<file path="src/rtl/lau_pkg.sv">
// Shared types for the arithmetic unit blocks: implementation speed selector
// and the multiply-accumulate sequencing states.
package lau_pkg;

    typedef enum logic {
        FAST,
        SLOW
    } speed_e;

    typedef enum logic [1:0] {
        IDLE,
        ACC,
        FULL
    } mac_state_e;

endpackage

</file>
<file path="src/rtl/MulAddSgn.sv">
// Combinational signed multiply-add, P = X*Y + A, wrapping modulo 2^widthA.
// Both speed variants produce identical results; they differ in structure only.
module MulAddSgn
    import lau_pkg::*;
#(
    parameter int unsigned widthX = 8,
    parameter int unsigned widthY = 8,
    parameter int unsigned widthA = 20,
    parameter speed_e      speed  = FAST
) (
    input  logic [widthX-1:0] x,
    input  logic [widthY-1:0] y,
    input  logic [widthA-1:0] a,
    output logic [widthA-1:0] p
);

    localparam int unsigned widthP = widthX + widthY;

    generate
        if (speed == FAST) begin : g_fast
            // Full-precision product, then sign-extend and add
            logic signed [widthP-1:0] prod;
            assign prod = widthP'($signed(x)) * widthP'($signed(y));
            assign p    = widthA'(prod) + a;
        end else begin : g_slow
            // Multiply directly at accumulator width; low bits are identical
            logic signed [widthA-1:0] xe;
            logic signed [widthA-1:0] ye;
            assign xe = widthA'($signed(x));
            assign ye = widthA'($signed(y));
            assign p  = (xe * ye) + a;
        end
    endgenerate

endmodule

</file>
<file path="src/rtl/mul_acc_sgn.sv">
// Streaming signed multiply-accumulate: sums X*Y over a vector (closed by
// in_last) on top of a per-vector bias and emits one registered result.
module mul_acc_sgn
    import lau_pkg::*;
#(
    parameter int unsigned widthX = 8,
    parameter int unsigned widthY = 8,
    parameter int unsigned widthA = 20,
    parameter int unsigned widthC = 8,
    parameter speed_e      speed  = FAST
) (
    input  logic              clk_i,
    input  logic              rst_i,
    input  logic              in_valid,
    output logic              in_ready,
    input  logic [widthX-1:0] in_x,
    input  logic [widthY-1:0] in_y,
    input  logic [widthA-1:0] in_bias,
    input  logic              in_last,
    output logic              out_valid,
    input  logic              out_ready,
    output logic [widthA-1:0] out_acc,
    output logic [widthC-1:0] out_cnt
);

    mac_state_e        state_q, state_d;
    logic [widthA-1:0] acc_q, acc_d;
    logic [widthC-1:0] cnt_q, cnt_d;
    logic              out_valid_d;
    logic [widthA-1:0] out_acc_d;
    logic [widthC-1:0] out_cnt_d;

    logic              fire;
    logic              first_beat;
    logic [widthA-1:0] augend;
    logic [widthA-1:0] sum;
    logic [widthC-1:0] cnt_next;

    // Only path from an input straight to an output
    assign in_ready   = (state_q != FULL) | out_ready;
    assign fire       = in_valid & in_ready;
    assign first_beat = (state_q == IDLE) || (state_q == FULL);
    assign augend     = first_beat ? in_bias : acc_q;
    assign cnt_next   = first_beat ? widthC'(1)
                      : ((cnt_q == '1) ? cnt_q : cnt_q + widthC'(1));

    MulAddSgn #(
        .widthX(widthX),
        .widthY(widthY),
        .widthA(widthA),
        .speed (speed)
    ) u_mul_add (
        .x(in_x),
        .y(in_y),
        .a(augend),
        .p(sum)
    );

    always_ff @(posedge clk_i) begin
        if (rst_i) begin
            state_q   <= IDLE;
            acc_q     <= '0;
            cnt_q     <= '0;
            out_valid <= 1'b0;
            out_acc   <= '0;
            out_cnt   <= '0;
        end else begin
            state_q   <= state_d;
            acc_q     <= acc_d;
            cnt_q     <= cnt_d;
            out_valid <= out_valid_d;
            out_acc   <= out_acc_d;
            out_cnt   <= out_cnt_d;
        end
    end

    always_comb begin
        state_d     = state_q;
        acc_d       = acc_q;
        cnt_d       = cnt_q;
        out_valid_d = out_valid;
        out_acc_d   = out_acc;
        out_cnt_d   = out_cnt;

        case (state_q)
            IDLE, ACC: begin
                if (fire) begin
                    if (in_last) begin
                        out_acc_d   = sum;
                        out_cnt_d   = cnt_next;
                        out_valid_d = 1'b1;
                        state_d     = FULL;
                    end else begin
                        acc_d   = sum;
                        cnt_d   = cnt_next;
                        state_d = ACC;
                    end
                end
            end
            FULL: begin
                // Result leaves on out_ready; a same-cycle beat starts the next vector
                if (out_ready) begin
                    if (fire && in_last) begin
                        out_acc_d = sum;
                        out_cnt_d = cnt_next;
                    end else if (fire) begin
                        acc_d       = sum;
                        cnt_d       = cnt_next;
                        out_valid_d = 1'b0;
                        state_d     = ACC;
                    end else begin
                        out_valid_d = 1'b0;
                        state_d     = IDLE;
                    end
                end
            end
            default: begin
                state_d     = IDLE;
                out_valid_d = 1'b0;
            end
        endcase
    end

endmodule

</file>
<file path="config.mk">
export PLATFORM = sky130hd
export DESIGN_NAME = mul_acc_sgn
export DESIGN_NICKNAME = d
export VERILOG_FILES = /design/src/rtl/lau_pkg.sv /design/src/rtl/MulAddSgn.sv /design/src/rtl/mul_acc_sgn.sv
export SDC_FILE = /design/constraint.sdc
export NUM_CORES = 1
export LEC_CHECK = 0
export CORE_UTILIZATION = 55
export DETAILED_ROUTE_END_ITERATION = 10
export HOLD_SLACK_MARGIN = 0.1
export PLACE_DENSITY = 0.78
export SLEW_MARGIN = 30
export SYNTH_ARGS = -nofsm -noshare
export SYNTH_HDL_FRONTEND = slang
export SYNTH_SLANG_ARGS = --single-unit
</file>
<file path="constraint.sdc">
create_clock -name clk_i -period 14.05 [get_ports clk_i]
set_clock_uncertainty 0.05 [all_clocks]
set_input_delay 3.5125 -clock clk_i [delete_from_list [all_inputs] [get_ports clk_i]]
set_output_delay 3.5125 -clock clk_i [all_outputs]
set_load 0.02 [all_outputs]
</file>
Yosys cells after proc, flatten, opt, wreduce, memory -nomap -nowiden
Index checks and enable logic that the tools add are counted.

Logic and storage cells: 67. Bits of input ports: 41. Register bits: 59. Latch bits: 0. Memories kept: 0. Output and inout bits: 30. RAM bits: 0. Bits in read-only memories: 0.

Shifts and indexed selects: 0. Reduce and logical (&&, ||, !) cells: 9. Mux-type cells: 36. Add/subtract/negate cells: 2. Order comparisons: 0. Equality and inequality tests: 11. Bitwise logic cells: 2. $mul: 1. Divide/modulo/power cells: 0.

Operators by type and width (count): $mux W20 (10); $mux W8 (11); $pmux W20 S2 (2); $pmux W8 S2 (2); $add A20 B20 Y20 (1); $mul A8 B8 Y16 (1); $ne A2 B2 Y1 const B (7); $add A8 B1 Y8 const B (1); $eq A8 B8 Y1 const B (1); $mux W2 (4); $reduce_and A6 Y1 (1); $mux W1 (5); $reduce_and A5 Y1 (1); $pmux W2 S2 (1); $reduce_and A4 Y1 (1); $reduce_and A3 Y1 (1); $eq A2 B1 Y1 const B (1); $eq A2 B2 Y1 const B (1); $logic_not A2 Y1 (1); $ne A2 B1 Y1 const B (1); $pmux W1 S2 (1); $reduce_bool A2 Y1 (1); $reduce_or A2 Y1 (1); $and A1 B1 Y1 (1); 3 further kinds (3).

Depth between registers and ports, before layout
Depth after elaboration: 8. Mapped depth: 27. Mapped depth without buffers: 27.

Modules after synthesis
Synthesis repeated with hierarchy kept, for this count alone.

Cell total of the unflattened synthesis: 737. Area total of the unflattened synthesis: 6200.9 sq um.

By module, submodules not included: MulAddSgn (sequential area each 0.0 sq um, area each 3567.2 sq um, times used 1, cells an instance 425); mul_acc_sgn (sequential area each 1181.1 sq um, area each 2633.8 sq um, times used 1, cells an instance 312).

Worst setup path before layout
Ideal clock, no wire load.

Kind: input -> register. From: in in_y[4]. To: reg acc_q[19]. Stages on the path: 24. Setup time: 0.062 ns. Buffers on the path: 0. Required time: 13.938 ns. Arrival: 8.875 ns. Setup slack: 5.062 ns. Cell sequence: and2_1 -> fa_1 -> inv_1 -> fa_1 -> inv_1 -> fa_1 -> inv_1 -> fa_1 -> inv_1 -> ha_1 -> a21oi_1 -> o21bai_1 -> a21oi_1 -> o21bai_1 -> a21oi_1 -> nand3b_1 -> nand3_1 -> ha_1 -> and4_1 -> a21bo_2 -> nand2b_1 -> o311a_1 -> or4_1 -> nand3_1.

Word-level cells in the longest chain between the ends: 6. Elaborated cells on any way between the ends: 8. Classes of those cells: add/sub (1); mul (1); mux (6).

Ends and longest elaborated chain: start, declared (RTL line mul_acc_sgn.sv:17) `input logic [widthY-1:0] in_y,`; $mul A8 B8 Y16 (*) (RTL line MulAddSgn.sv:23) `assign prod = widthP'($signed(x)) * widthP'($signed(y));`; $add A20 B20 Y20 (*) (RTL line MulAddSgn.sv:24) `assign p = widthA'(prod) + a;`; $mux W20 (RTL line mul_acc_sgn.sv:106) `end else if (fire) begin`; $mux W20 (RTL line mul_acc_sgn.sv:103) `if (fire && in_last) begin`; $mux W20 (RTL line mul_acc_sgn.sv:102) `if (out_ready) begin`; $pmux W20 S2 (*) (RTL line mul_acc_sgn.sv:85) `case (state_q)`; end signal, assigned (RTL line mul_acc_sgn.sv:62) `acc_q <= '0;`; end signal, assigned (RTL line mul_acc_sgn.sv:69) `acc_q <= acc_d;`; end, declared (RTL line mul_acc_sgn.sv:27) `logic [widthA-1:0] acc_q, acc_d;`.

Mark *: on every way between the ends. The rest lies on a longest branch, timed or not. The select of a mux whose other input is x is not followed. A chain may end at the register's enable or synchronous reset.

Final worst setup path
From: in in_y[4]. To: reg out_acc[19].

Word-level cells in the longest chain between the ends: 5. Elaborated cells on any way between the ends: 7. Classes of those cells: add/sub (1); mul (1); mux (5).

Ends and longest elaborated chain: $mul A8 B8 Y16 (*) (RTL line MulAddSgn.sv:23); $add A20 B20 Y20 (*) (RTL line MulAddSgn.sv:24); $mux W20, on equally long branches (RTL line mul_acc_sgn.sv:103, mul_acc_sgn.sv:88); $mux W20, on equally long branches (RTL line mul_acc_sgn.sv:102, mul_acc_sgn.sv:87); $pmux W20 S2 (*) (RTL line mul_acc_sgn.sv:85); end signal, assigned (RTL line mul_acc_sgn.sv:72) `out_acc <= out_acc_d;`; end, declared (RTL line mul_acc_sgn.sv:22) `output logic [widthA-1:0] out_acc,`.

Marked as above.

==> flow_summary_export.csv <==
group,metric,value,unit
global_route,grt_usage,0.242,
clock_network,clock_sinks,59,
synth,avgSynthCellArea,8.37,um2
timing,maxSlewViolCount,0,
timing,max_freq,103,MHz
layout,layout.nets,954,
timing,setup_violations,0,
clock_network,tritoncts,"done",
clock_network,clk_pin_slew_worst_paths,0.06,ns
synth,synthMostInstantiatedCell,"nand2_1",
synth,synthCells,744,
floorplanning,coreArea,10900,um2
timing,slew_headroom,0.516,
clock_network,cts_resized,0,
floorplanning,start_util,0.569,
layout,fillers,918,
synth,ys_top_cells_by_count,"nand2_1, inv_1, a21oi_1",
run,maxCapViolations,0,
timing,fin_setup_tns,0,ns
hold_path,hp-class,"reg2reg",
global_route,grt_pass1_wl,22.8,mm
global_route,grt_max_degree,70,
timing,holdWs,0.402,ns
setup_path,critPathKind,"in2reg",
synth,seq_area_frac_synth,0.190,
synth,synth_area_leaders,"dfxtp_1, fa_1, ha_1, nand2_1, inv_1",
place,portBuffers,70,
layout,antenna_cells,0,
synth,synthArstFlopShare,0,
synth,synth_edf_count,0,
layout,stdcell_area,7380,um2
power,ir_drop,324,uV
timing,fin_crit,9.74,ns
setup_path,cp_num_buf_inv,5,
synth,yosysTopAreaCell,"dfxtp_1",
synth,ys_ff_latch,59,
synth,ys.flop_type,"dfxtp_1",
route,drc,0,
timing,rsz0062_at_grt,"no",
setup_path,required,14.26,ns
floorplanning,pin_count,71,
floorplanning,die_area,11700,um2
timing,min_period_over_period,0.694,
setup_path,crit_path_max_incr_delay,0.55,ns
place,routabilityCongestion,0.864,
clock_network,clockBufferDepth,2,
route,first_iter_violations,230,
route,ant_nets,0,
global_route,antenna_found_initial,0,
power,power.density,278,nW/um2
route,first_pass_iters,5,
route,wl_per_cell,14.2,um
clock_network,cts_made_buffers,9,
clock_network,clock-root-buffer,"clkbuf_16",
timing,setup_ws,4.31,ns
setup_path,arrival,9.96,ns
power,power,2050,uW
place,post-place-ws,3.99,ns
timing,hold_viol,0,
setup_path,critPathCaptureType,"flip-flop",
place,place_area,7060,um2
global_route,overflow,0,
clock_network,clk_latency,0.33,ns
synth,syn-cell-area,6220,um2
synth,ys_types,61,
timing,worst_slew_pin_slew,0.726,ns
layout,drive_gt1_frac,0.0776,
clock_network,cts_hold_buf,0,
synth,synth_top_area_frac,0.190,
setup_path,critical-path-top-delay-family,"adder cells",
setup_path,slowest_stage,"or4_1",
global_route,grt_pass1_vias,5073,
setup_path,worst-path-max-fanout,8,
power,p_leak,0.00321,uW
floorplanning,num_rows,38,
synth,syn_nets,891,
setup_path,start_kind,"primary input",
clock_network,cts.htree.levels,3,
layout,syn_to_final_growth,18.6,%
outcome,status,"complete, no violations",
route,drt-vias-per-instance,5.50,
floorplanning,die_y,108,um
synth,ys.warnings.count,0,
place,place_hpwl,10.5,mm
clock_network,post_cts_buffers,0,
route,wl,13.5,mm
floorplanning,die_w,108,um
route,vias,5232,
[flip-flops by register name, summed over array words and instances (netlist names)]
name,flops
acc_q,20
cnt_q,8
out_acc,20
out_cnt,8
out_valid,1
state_q,2
[final cells by class]
| cell class | count | area [um2] | area share |
|---|---|---|---|
| clock inverters | 6 | 88.8 | 0.0120 |
| multi-input cells | 562 | 4590 | 0.621 |
| clock buffers | 10 | 239 | 0.0324 |
| repair buffers | 75 | 736 | 0.0996 |
| inverters | 100 | 375 | 0.0508 |
| flip-flops and latches | 59 | 1180 | 0.160 |
| well taps | 140 | 175 | 0.0237 |
[layer usage]
layer	wire, um	global-route usage	share of wire	vias to the layer above
met1	6110	0.321	0.45	2483
li1	-	-	-	2609
met2	6770	0.413	0.50	122
met4	159	0.0656	0.012	0
met5	0	0	0	-
met3	501	0.0338	0.037	18
[logic make-up (layout without fill, tap and decap cells)]
logic type,count (synthesis),in the layout,synth area share
and+or+nand+nor,257,257,0.206
AOI/OAI and AO/OA,139,139,0.149
buffers and inverters,123,191,0.0742
adders and majority gates,106,106,0.281
DFF,59,59,0.190
xor gates and xnor gates,36,36,0.0577
muxes,24,24,0.0424
[tightest hold or removal path, stage by stage (launching register included)]
cell,delay [ns]
dfxtp_1,0.30
nand2_1,0.05
a21oi_1,0.05
[stage by stage]
stage,instances,utilization
after floorplan,744,-
after global placement,936,0.645
after detailed placement,936,0.645
after CTS,952,0.675
after global routing,952,0.675
final,952,0.675
[worst paths after layout]
| kind | depth (start not counted) | slack [ns] | start | endpoint |
|---|---|---|---|---|
| hold / removal | 2 | 0.40 | out_acc[1]$_SDFFE_PP0P_ | out_acc[1]$_SDFFE_PP0P_ |
| hold reg to reg | 2 | 0.40 | out_acc[1]$_SDFFE_PP0P_ | out_acc[1]$_SDFFE_PP0P_ |
| setup / recovery | 27 | 4.31 | in_y[4] | out_acc[19]$_SDFFE_PP0P_ |
| setup reg to reg | 11 | 10.48 | state_q[0]$_SDFFE_PP0P_ | acc_q[17]$_SDFFE_PP0P_ |
[power breakdown]
| group | switching, uW | leakage (uW) | internal [uW] |
|---|---|---|---|
| clock | 77.4 | 0.000155 | 160 |
| sequential | 14.3 | 0.000481 | 198 |
| combinational | 924 | 0.00257 | 677 |
| total | 1020 | 0.00321 | 1030 |
[placed cells by master, fill, tap and decap left out, types with 5 or more instances in the layout]
cell | netlist | routed
nand4_1 | 6 | 6
a21oi_1 | 64 | 62
nand2_1 | 104 | 104
mux2_2 | 19 | 19
xnor2_1 | 22 | 22
nor2b_1 | 10 | 10
nor2_1 | 32 | 32
dfxtp_1 | 59 | 59
buf_4 | 0 | 6
xor2_1 | 9 | 9
o21ai_0 | 7 | 7
ha_1 | 50 | 50
and2_1 | 46 | 46
o21bai_1 | 5 | 5
fa_1 | 56 | 56
a31oi_1 | 7 | 7
nand3_1 | 12 | 12
nor3_1 | 10 | 10
nand3b_1 | 7 | 7
o21a_1 | 5 | 5
a21o_1 | 11 | 11
a211oi_1 | 9 | 9
clkbuf_16 | 0 | 9
clkdlybuf4s50_1 | 0 | 69
mux2i_1 | 5 | 5
nand2b_1 | 6 | 6
inv_1 | 99 | 99
No activity file was read; power rests on OpenSTA's default activity.
